--- src/rtl/alu_exec_ctrl_if.sv ---
// Instruction, ALU, write-back and debug bus of the execute/write-back sequencer.
interface alu_exec_ctrl_if;
    logic        ins_valid;
    logic [15:0] ins_word;
    logic        ins_ready;
    logic [2:0]  alu_opcode;
    logic [15:0] alu_arg1;
    logic [15:0] alu_arg2;
    logic [4:0]  alu_in_flg;
    logic [15:0] alu_res;
    logic [4:0]  alu_out_flg;
    logic [4:0]  flags;
    logic        wb_valid;
    logic [2:0]  wb_addr;
    logic [15:0] wb_data;
    logic [2:0]  dbg_addr;
    logic [15:0] dbg_data;

    // Sequencer side
    modport slave (
        input  ins_valid, ins_word, alu_res, alu_out_flg, dbg_addr,
        output ins_ready, alu_opcode, alu_arg1, alu_arg2, alu_in_flg,
               flags, wb_valid, wb_addr, wb_data, dbg_data
    );

    // Fetch / ALU / debug side
    modport master (
        output ins_valid, ins_word, alu_res, alu_out_flg, dbg_addr,
        input  ins_ready, alu_opcode, alu_arg1, alu_arg2, alu_in_flg,
               flags, wb_valid, wb_addr, wb_data, dbg_data
    );
endinterface

--- src/rtl/alu_exec_ctrl.sv ---
// Execute/write-back sequencer around a 16-bit ALU: 8x16 register file and
// {Z,CY,S,P,OV} flag register, one instruction per three cycles.
module alu_exec_ctrl #(
    parameter logic [4:0] FLAG_RST = 5'b00000
) (
    input  logic                  clk,
    input  logic                  rst_n,
    alu_exec_ctrl_if.slave        bus
);
    localparam int unsigned NREG = 8;
    localparam int unsigned DW   = 16;

    localparam logic [1:0] S_IDLE = 2'd0;
    localparam logic [1:0] S_EXEC = 2'd1;
    localparam logic [1:0] S_WB   = 2'd2;

    logic [1:0]    state_q, state_d;
    logic [15:0]   ins_q, ins_d;
    logic [DW-1:0] res_q, res_d;
    logic [4:0]    flg_q, flg_d;
    logic [4:0]    flags_q, flags_d;
    logic [DW-1:0] rf_q [NREG];

    logic          rf_we;
    logic [2:0]    rf_waddr;

    // Instruction field decode of the latched word
    logic       is_ldi;
    logic [2:0] f_op, f_rd, f_rs1, f_rs2, wr_rd;
    logic       f_fwe, f_cin_en, f_nwb;

    assign is_ldi   = ins_q[15];
    assign f_op     = ins_q[14:12];
    assign f_rd     = ins_q[11:9];
    assign f_rs1    = ins_q[8:6];
    assign f_rs2    = ins_q[5:3];
    assign f_fwe    = ins_q[2];
    assign f_cin_en = ins_q[1];
    assign f_nwb    = ins_q[0];
    assign wr_rd    = is_ldi ? ins_q[14:12] : f_rd;

    // Sequencer state, captured ALU result and flag register
    always_ff @(posedge clk or negedge rst_n) begin
        if (!rst_n) begin
            state_q <= S_IDLE;
            ins_q   <= '0;
            res_q   <= '0;
            flg_q   <= '0;
            flags_q <= FLAG_RST;
        end else begin
            state_q <= state_d;
            ins_q   <= ins_d;
            res_q   <= res_d;
            flg_q   <= flg_d;
            flags_q <= flags_d;
        end
    end

    // Register file write port
    always_ff @(posedge clk or negedge rst_n) begin
        if (!rst_n) begin
            rf_q <= '{default: '0};
        end else if (rf_we) begin
            rf_q[rf_waddr] <= res_q;
        end
    end

    // Next-state, ALU drive, write-back and flag update
    always_comb begin
        state_d         = state_q;
        ins_d           = ins_q;
        res_d           = res_q;
        flg_d           = flg_q;
        flags_d         = flags_q;
        rf_we           = 1'b0;
        rf_waddr        = wr_rd;
        bus.ins_ready   = 1'b0;
        bus.alu_opcode  = 3'b110;
        bus.alu_arg1    = '0;
        bus.alu_arg2    = '0;
        bus.alu_in_flg  = flags_q;
        bus.wb_valid    = 1'b0;
        bus.wb_addr     = '0;
        bus.wb_data     = '0;

        case (state_q)
            S_IDLE: begin
                bus.ins_ready = 1'b1;
                if (bus.ins_valid) begin
                    ins_d   = bus.ins_word;
                    state_d = S_EXEC;
                end
            end
            S_EXEC: begin
                if (is_ldi) begin
                    res_d = DW'(ins_q[11:0]);
                end else begin
                    bus.alu_opcode = f_op;
                    bus.alu_arg1   = rf_q[f_rs1];
                    bus.alu_arg2   = rf_q[f_rs2];
                    bus.alu_in_flg = {flags_q[4], flags_q[3] & f_cin_en, flags_q[2:0]};
                    res_d          = bus.alu_res;
                end
                flg_d   = bus.alu_out_flg;
                state_d = S_WB;
            end
            S_WB: begin
                if (is_ldi || !f_nwb) begin
                    rf_we        = 1'b1;
                    bus.wb_valid = 1'b1;
                    bus.wb_addr  = wr_rd;
                    bus.wb_data  = res_q;
                end
                // CY/OV only come from arithmetic ops; pass-through CY is undefined
                if (!is_ldi && f_fwe) begin
                    case (f_op)
                        3'b000, 3'b001: flags_d = flg_q;
                        3'b110, 3'b111: flags_d = {flg_q[4], flags_q[3], flg_q[2:1], flags_q[0]};
                        default:        flags_d = {flg_q[4], 1'b0, flg_q[2:1], flags_q[0]};
                    endcase
                end
                state_d = S_IDLE;
            end
            default: state_d = S_IDLE;
        endcase
    end

    assign bus.flags    = flags_q;
    assign bus.dbg_data = rf_q[bus.dbg_addr];

endmodule

--- src/flat_wrapper.sv ---
// flat-port wrapper written by rule: the top's interface ports become plain ports
module alu_exec_ctrl_flat 
#(
    parameter logic [4:0] FLAG_RST = 5'b00000
)
  (clk, rst_n, bus_ins_valid, bus_ins_word, bus_alu_res, bus_alu_out_flg, bus_dbg_addr, bus_ins_ready, bus_alu_opcode, bus_alu_arg1, bus_alu_arg2, bus_alu_in_flg, bus_flags, bus_wb_valid, bus_wb_addr, bus_wb_data, bus_dbg_data);
  alu_exec_ctrl_if bus_i ();
  input  logic clk;
  input  logic rst_n;
  input wire logic [$bits(bus_i.ins_valid)-1:0] bus_ins_valid;
  input wire logic [$bits(bus_i.ins_word)-1:0] bus_ins_word;
  input wire logic [$bits(bus_i.alu_res)-1:0] bus_alu_res;
  input wire logic [$bits(bus_i.alu_out_flg)-1:0] bus_alu_out_flg;
  input wire logic [$bits(bus_i.dbg_addr)-1:0] bus_dbg_addr;
  output wire logic [$bits(bus_i.ins_ready)-1:0] bus_ins_ready;
  output wire logic [$bits(bus_i.alu_opcode)-1:0] bus_alu_opcode;
  output wire logic [$bits(bus_i.alu_arg1)-1:0] bus_alu_arg1;
  output wire logic [$bits(bus_i.alu_arg2)-1:0] bus_alu_arg2;
  output wire logic [$bits(bus_i.alu_in_flg)-1:0] bus_alu_in_flg;
  output wire logic [$bits(bus_i.flags)-1:0] bus_flags;
  output wire logic [$bits(bus_i.wb_valid)-1:0] bus_wb_valid;
  output wire logic [$bits(bus_i.wb_addr)-1:0] bus_wb_addr;
  output wire logic [$bits(bus_i.wb_data)-1:0] bus_wb_data;
  output wire logic [$bits(bus_i.dbg_data)-1:0] bus_dbg_data;
  assign bus_i.ins_valid = bus_ins_valid;
  assign bus_i.ins_word = bus_ins_word;
  assign bus_i.alu_res = bus_alu_res;
  assign bus_i.alu_out_flg = bus_alu_out_flg;
  assign bus_i.dbg_addr = bus_dbg_addr;
  assign bus_ins_ready = bus_i.ins_ready;
  assign bus_alu_opcode = bus_i.alu_opcode;
  assign bus_alu_arg1 = bus_i.alu_arg1;
  assign bus_alu_arg2 = bus_i.alu_arg2;
  assign bus_alu_in_flg = bus_i.alu_in_flg;
  assign bus_flags = bus_i.flags;
  assign bus_wb_valid = bus_i.wb_valid;
  assign bus_wb_addr = bus_i.wb_addr;
  assign bus_wb_data = bus_i.wb_data;
  assign bus_dbg_data = bus_i.dbg_data;
  alu_exec_ctrl #(.FLAG_RST(FLAG_RST)) u_core (.clk(clk), .rst_n(rst_n), .bus(bus_i));
endmodule
--- config.mk ---
export PLATFORM = sky130hd
export DESIGN_NAME = alu_exec_ctrl_flat
export DESIGN_NICKNAME = d
export VERILOG_FILES = /design/src/rtl/alu_exec_ctrl_if.sv /design/src/rtl/alu_exec_ctrl.sv /design/src/flat_wrapper.sv
export SDC_FILE = /design/constraint.sdc
export NUM_CORES = 1
export LEC_CHECK = 0
export ABC_AREA = 1
export CORE_MARGIN = 10
export CORE_UTILIZATION = 58
export CTS_CLUSTER_DIAMETER = 100
export DETAILED_ROUTE_END_ITERATION = 10
export GPL_TIMING_DRIVEN = 0
export PLACE_DENSITY = 0.82
export SLEW_MARGIN = 20
export SYNTH_ARGS = -nofsm -noshare
export SYNTH_HDL_FRONTEND = slang
export SYNTH_SLANG_ARGS = --single-unit
--- constraint.sdc ---
create_clock -name clk -period 2.5 [get_ports clk]
set_clock_uncertainty 0.2 [all_clocks]
set_input_delay 0.5 -clock clk [delete_from_list [all_inputs] [get_ports clk]]
set_output_delay 0.5 -clock clk [all_outputs]
set_load 0.005 [all_outputs]
==> results.py <==
metrics = {
    "status": {
        "status": "complete, but fails checks",
        "violations": "DRC, setup timing",
    },
    "synth": {
        "yosys.area_share.adder": 0,
        "avgSynthCellArea_um2": 6.288,
        "synth-simple-area-share": 0.4287,
        "syn_area_um2": 11220,
        "syn_nets": 1827,
        "synth_cells": 1784,
        "synth_top_family_by_area": "simple AND/OR/NAND/NOR gates",
        "yosysSeqAreaShare": 0.3837,
        "synth_xor_area_frac": 0,
        "synth-compound-area-share": 0.07674,
        "synth_cell_types": 25,
        "synth_warnings": 0,
        "synthMuxAreaShare": 0,
        "ys_ff_latch": 172,
    },
    "cells_and_area": {
        "nets": 2013,
        "postLayoutCellArea_um2": 14790,
        "drive_gt1_frac": 0.1962,
        "area_growth_pct": 31.85,
        "stdcell_count": 2243,
        "n_antenna_cell": 0,
        "n_fill_cell": 1427,
        "fin_util": 0.7828,
    },
    "pwr": {
        "power_per_cell_area_nw_per_um2": 1093,
        "power.leakage_nw": 8.199,
        "ir_drop_mv": 0.8385,
        "power_frac_seq": 0.308,
        "internal-power_mw": 8.284,
        "clockPowerShare": 0.184,
        "switching_share": 0.4874,
        "power_frac_comb": 0.508,
        "power_switching_mw": 7.877,
    },
    "job": {
        "drv_cap": 0,
    },
    "timing": {
        "finalCriticalPeriod_ns": 2.728,
        "fin_ws_ns": -0.2277,
        "final.period_utilization": 1.091,
        "finalSetupViolCount": 35,
        "slew_viol_final": 0,
        "max_slew_margin": 0.5349,
        "whs_ns": 0.2741,
        "max_freq_ghz": 0.3666,
        "grt_setup_unrepaired": "yes",
        "hold_violations": 0,
        "tightestPinTransition_ns": 0.6976,
    },
    "critical_path": {
        "slowest_delay_ns": 0.41,
        "end_kind": "primary output",
        "crit_type": "flip-flop to primary output",
        "crit_arrival_ns": 2.03,
        "start_kind": "flip-flop",
        "worst-path-max-fanout": 6,
        "crit_chain": "buf_6 > buf_8 > nor2_4 > buf_8 > buf_8 > buf_12 > nand2_4 > nor2_2 > buf_2",
        "crit_buf_inv": 6,
        "path_delay_family": "buffers and inverters",
        "critPathSlowestCell": "dfrtp_1",
        "crit_path_frequent_cell": "buf_8",
        "cp.required_ns": 1.80,
    },
    "clock_tree": {
        "cts_tree": "done",
        "root_buffer": "clkbuf_16",
        "clockBufferDepth": 2,
        "ctsHtreeMaxLevel": 4,
        "insertion_delay_ns": 0.46,
        "numCtsBuffers": 17,
        "clkTransAtPathRegs_ns": 0.08,
        "numClockSinks": 172,
    },
    "global_routing": {
        "antenna_found_initial": 0,
        "gr-usage-all-layers": 0.3688,
        "grt_pass1_vias": 12950,
        "grt_overflow": 0,
        "grt_first_pass_wirelength_um": 73130,
        "grt_max_degree": 88,
    },
    "routing": {
        "vias": 13630,
        "routedWlPerCell_um": 22.27,
        "routed_wl_um": 49950,
        "drt_iter0_markers": 1937,
        "routed_via_density": 6.077,
        "first_pass_iters": 11,
        "antenna_left": 0,
        "drc_errors": 7,
    },
    "floorplanning": {
        "dieArea_um2": 25300,
        "core_area_um2": 18890,
        "pin_count": 125,
        "die_x_um": 159.1,
        "start_util": 0.5937,
        "rows": 50,
        "chipHeight_um": 159.1,
    },
    "place": {
        "placed_area_um2": 12800,
        "dp.cells": 2167,
        "place_congestion": 1.102,
        "dp_hpwl_um": 33800,
        "io_buffers": 122,
        "post-place-ws_ns": -1.219,
    },
    "worst_hold_path": {
        "hold_path.class": "flip-flop to flip-flop",
    },
}
[final cells by class]
type                            count  area (um^2)  share of cell area
Clock buffer                       17        425.4             0.02876
Buffer                            120         1071             0.07242
Multi-Input combinational cell   1311         6190              0.4185
Clock inverter                     15        221.5             0.01497
Sequential cell                   172         4308              0.2913
Timing Repair Buffer              180         1607              0.1086
Tap cell                          260        325.3             0.02200
Inverter                          168        641.9             0.04340
[sequential cells by signal (all words and copies together) (netlist names)]
| signal | count |
|---|---|
| u_core.state_q | 2 |
| u_core.flg_q | 5 |
| u_core.ins_q | 16 |
| u_core.res_q | 16 |
| u_core.rf_q | 128 |
| u_core.bus.flags | 5 |
[power groups by stage]
| stage | sequential, mW | clock, mW | combinational [mW] |
|---|---|---|---|
| CTS | 4.89 | 2.93 | 7.44 |
| global placement | 4.66 | 0 | 6.83 |
| finish | 4.98 | 2.97 | 8.22 |
| detailed placement | 4.70 | 0 | 6.96 |
| floorplan | 4.46 | 0 | 4.43 |
| global route | 5.05 | 3.06 | 8.79 |
[worst reg2reg max path, delay by kind of cell (launching register included)]
family	cells	cell delay, ns
AO/OA/AOI/OAI	1	0.35
AND/OR/NAND/NOR	4	0.48
buffers and inverters	5	0.88
flip-flops	1	0.41
[synthesized netlist by cell type]
| library cell | count | area (um^2) |
|---|---|---|
| buf_4 | 4 | 30.03 |
| inv_2 | 2 | 7.510 |
| nor2_1 | 90 | 337.8 |
| o21ai_2 | 4 | 35.03 |
| dfrtp_1 | 172 | 4304 |
| o22ai_1 | 2 | 12.51 |
| nand2_4 | 2 | 22.52 |
| nor2_2 | 4 | 25.02 |
| nor2_4 | 2 | 22.52 |
| clkbuf_1 | 69 | 259.0 |
| clkinv_1 | 2 | 7.510 |
| nor3_1 | 1 | 5.000 |
| o21ai_1 | 1 | 5.000 |
| o21a_1 | 1 | 7.510 |
| o211ai_1 | 48 | 360.4 |
| buf_6 | 7 | 78.83 |
| nand3_1 | 224 | 1121 |
| o21ai_0 | 60 | 300.3 |
| buf_1 | 16 | 60.06 |
| nand2_1 | 829 | 3112 |
| inv_1 | 164 | 615.6 |
| buf_2 | 37 | 185.2 |
| nor2_8 | 5 | 100.1 |
| a21oi_1 | 28 | 140.1 |
| nand2_2 | 10 | 62.56 |
[layout by cell type (no fill, tap or decap), types with 7 or more instances in the layout]
master	instances
buf_8	14
a21oi_1	28
nor2_2	21
nand3_2	7
buf_6	37
dfrtp_1	169
nor2_1	48
nand2_1	785
clkbuf_2	18
clkbuf_8	9
o21ai_0	58
nor2_4	27
nand2_2	29
clkbuf_4	14
buf_4	45
nand2_4	27
o211ai_1	48
buf_2	71
dlygate4sd2_1	19
clkbuf_16	23
nand3_1	217
inv_1	156
clkbuf_1	7
inv_2	8
clkdlybuf4s50_1	48
[repair_timing]
item / CTS / global route
endpoints found under the hold margin: 85 / 0
buffers inserted: 37 / 13
resized for setup: 504 / 103
gates cloned: 5 / 3
hold buffers: 1 / 0
pin swaps: 44 / 44
setup endpoints to repair: 72 / 53
[per-layer routing]
layer,track usage,up-vias,part of all wire
li1,-,5902,-
met1,0.4357,6185,0.35
met2,0.5514,1214,0.42
met3,0.1368,329,0.15
met4,0.2477,0,0.085
met5,0,-,0
[metrics by stage]
| step | total power, mW | setup TNS [ns] |
|---|---|---|
| floorplan | 8.896 | 0 |
| global placement | 11.48 | -1119.01 |
| detailed placement | 11.66 | -32.92 |
| CTS | 15.27 | -2.286 |
| global route | 16.90 | -4.354 |
| finish | 16.16 | -3.638 |
[final timing paths]
path,from,to,slack (ns),cells after the start
max,u_core.ins_q[15]$_DFFE_PN0P_,bus_alu_arg2[5],-0.23,9
min,u_core.rf_q[41]$_DFFE_PN0P_,u_core.rf_q[41]$_DFFE_PN0P_,0.27,2
max reg2reg,u_core.ins_q[15]$_DFFE_PN0P_,u_core.rf_q[122]$_DFFE_PN0P_,0.12,10
min reg2reg,u_core.rf_q[41]$_DFFE_PN0P_,u_core.rf_q[41]$_DFFE_PN0P_,0.27,2
max in group asynchronous,rst_n,u_core.rf_q[0]$_DFFE_PN0P_,0.81,3
min in group asynchronous,rst_n,u_core.rf_q[104]$_DFFE_PN0P_,0.40,2
[cells by family after synthesis]
family | after synthesis
AND/OR/NAND/NOR | 1167
buffers and inverters | 301
flip-flops | 172
AO/OA/AOI/OAI | 144
Power figures use the tool's default switching activity.
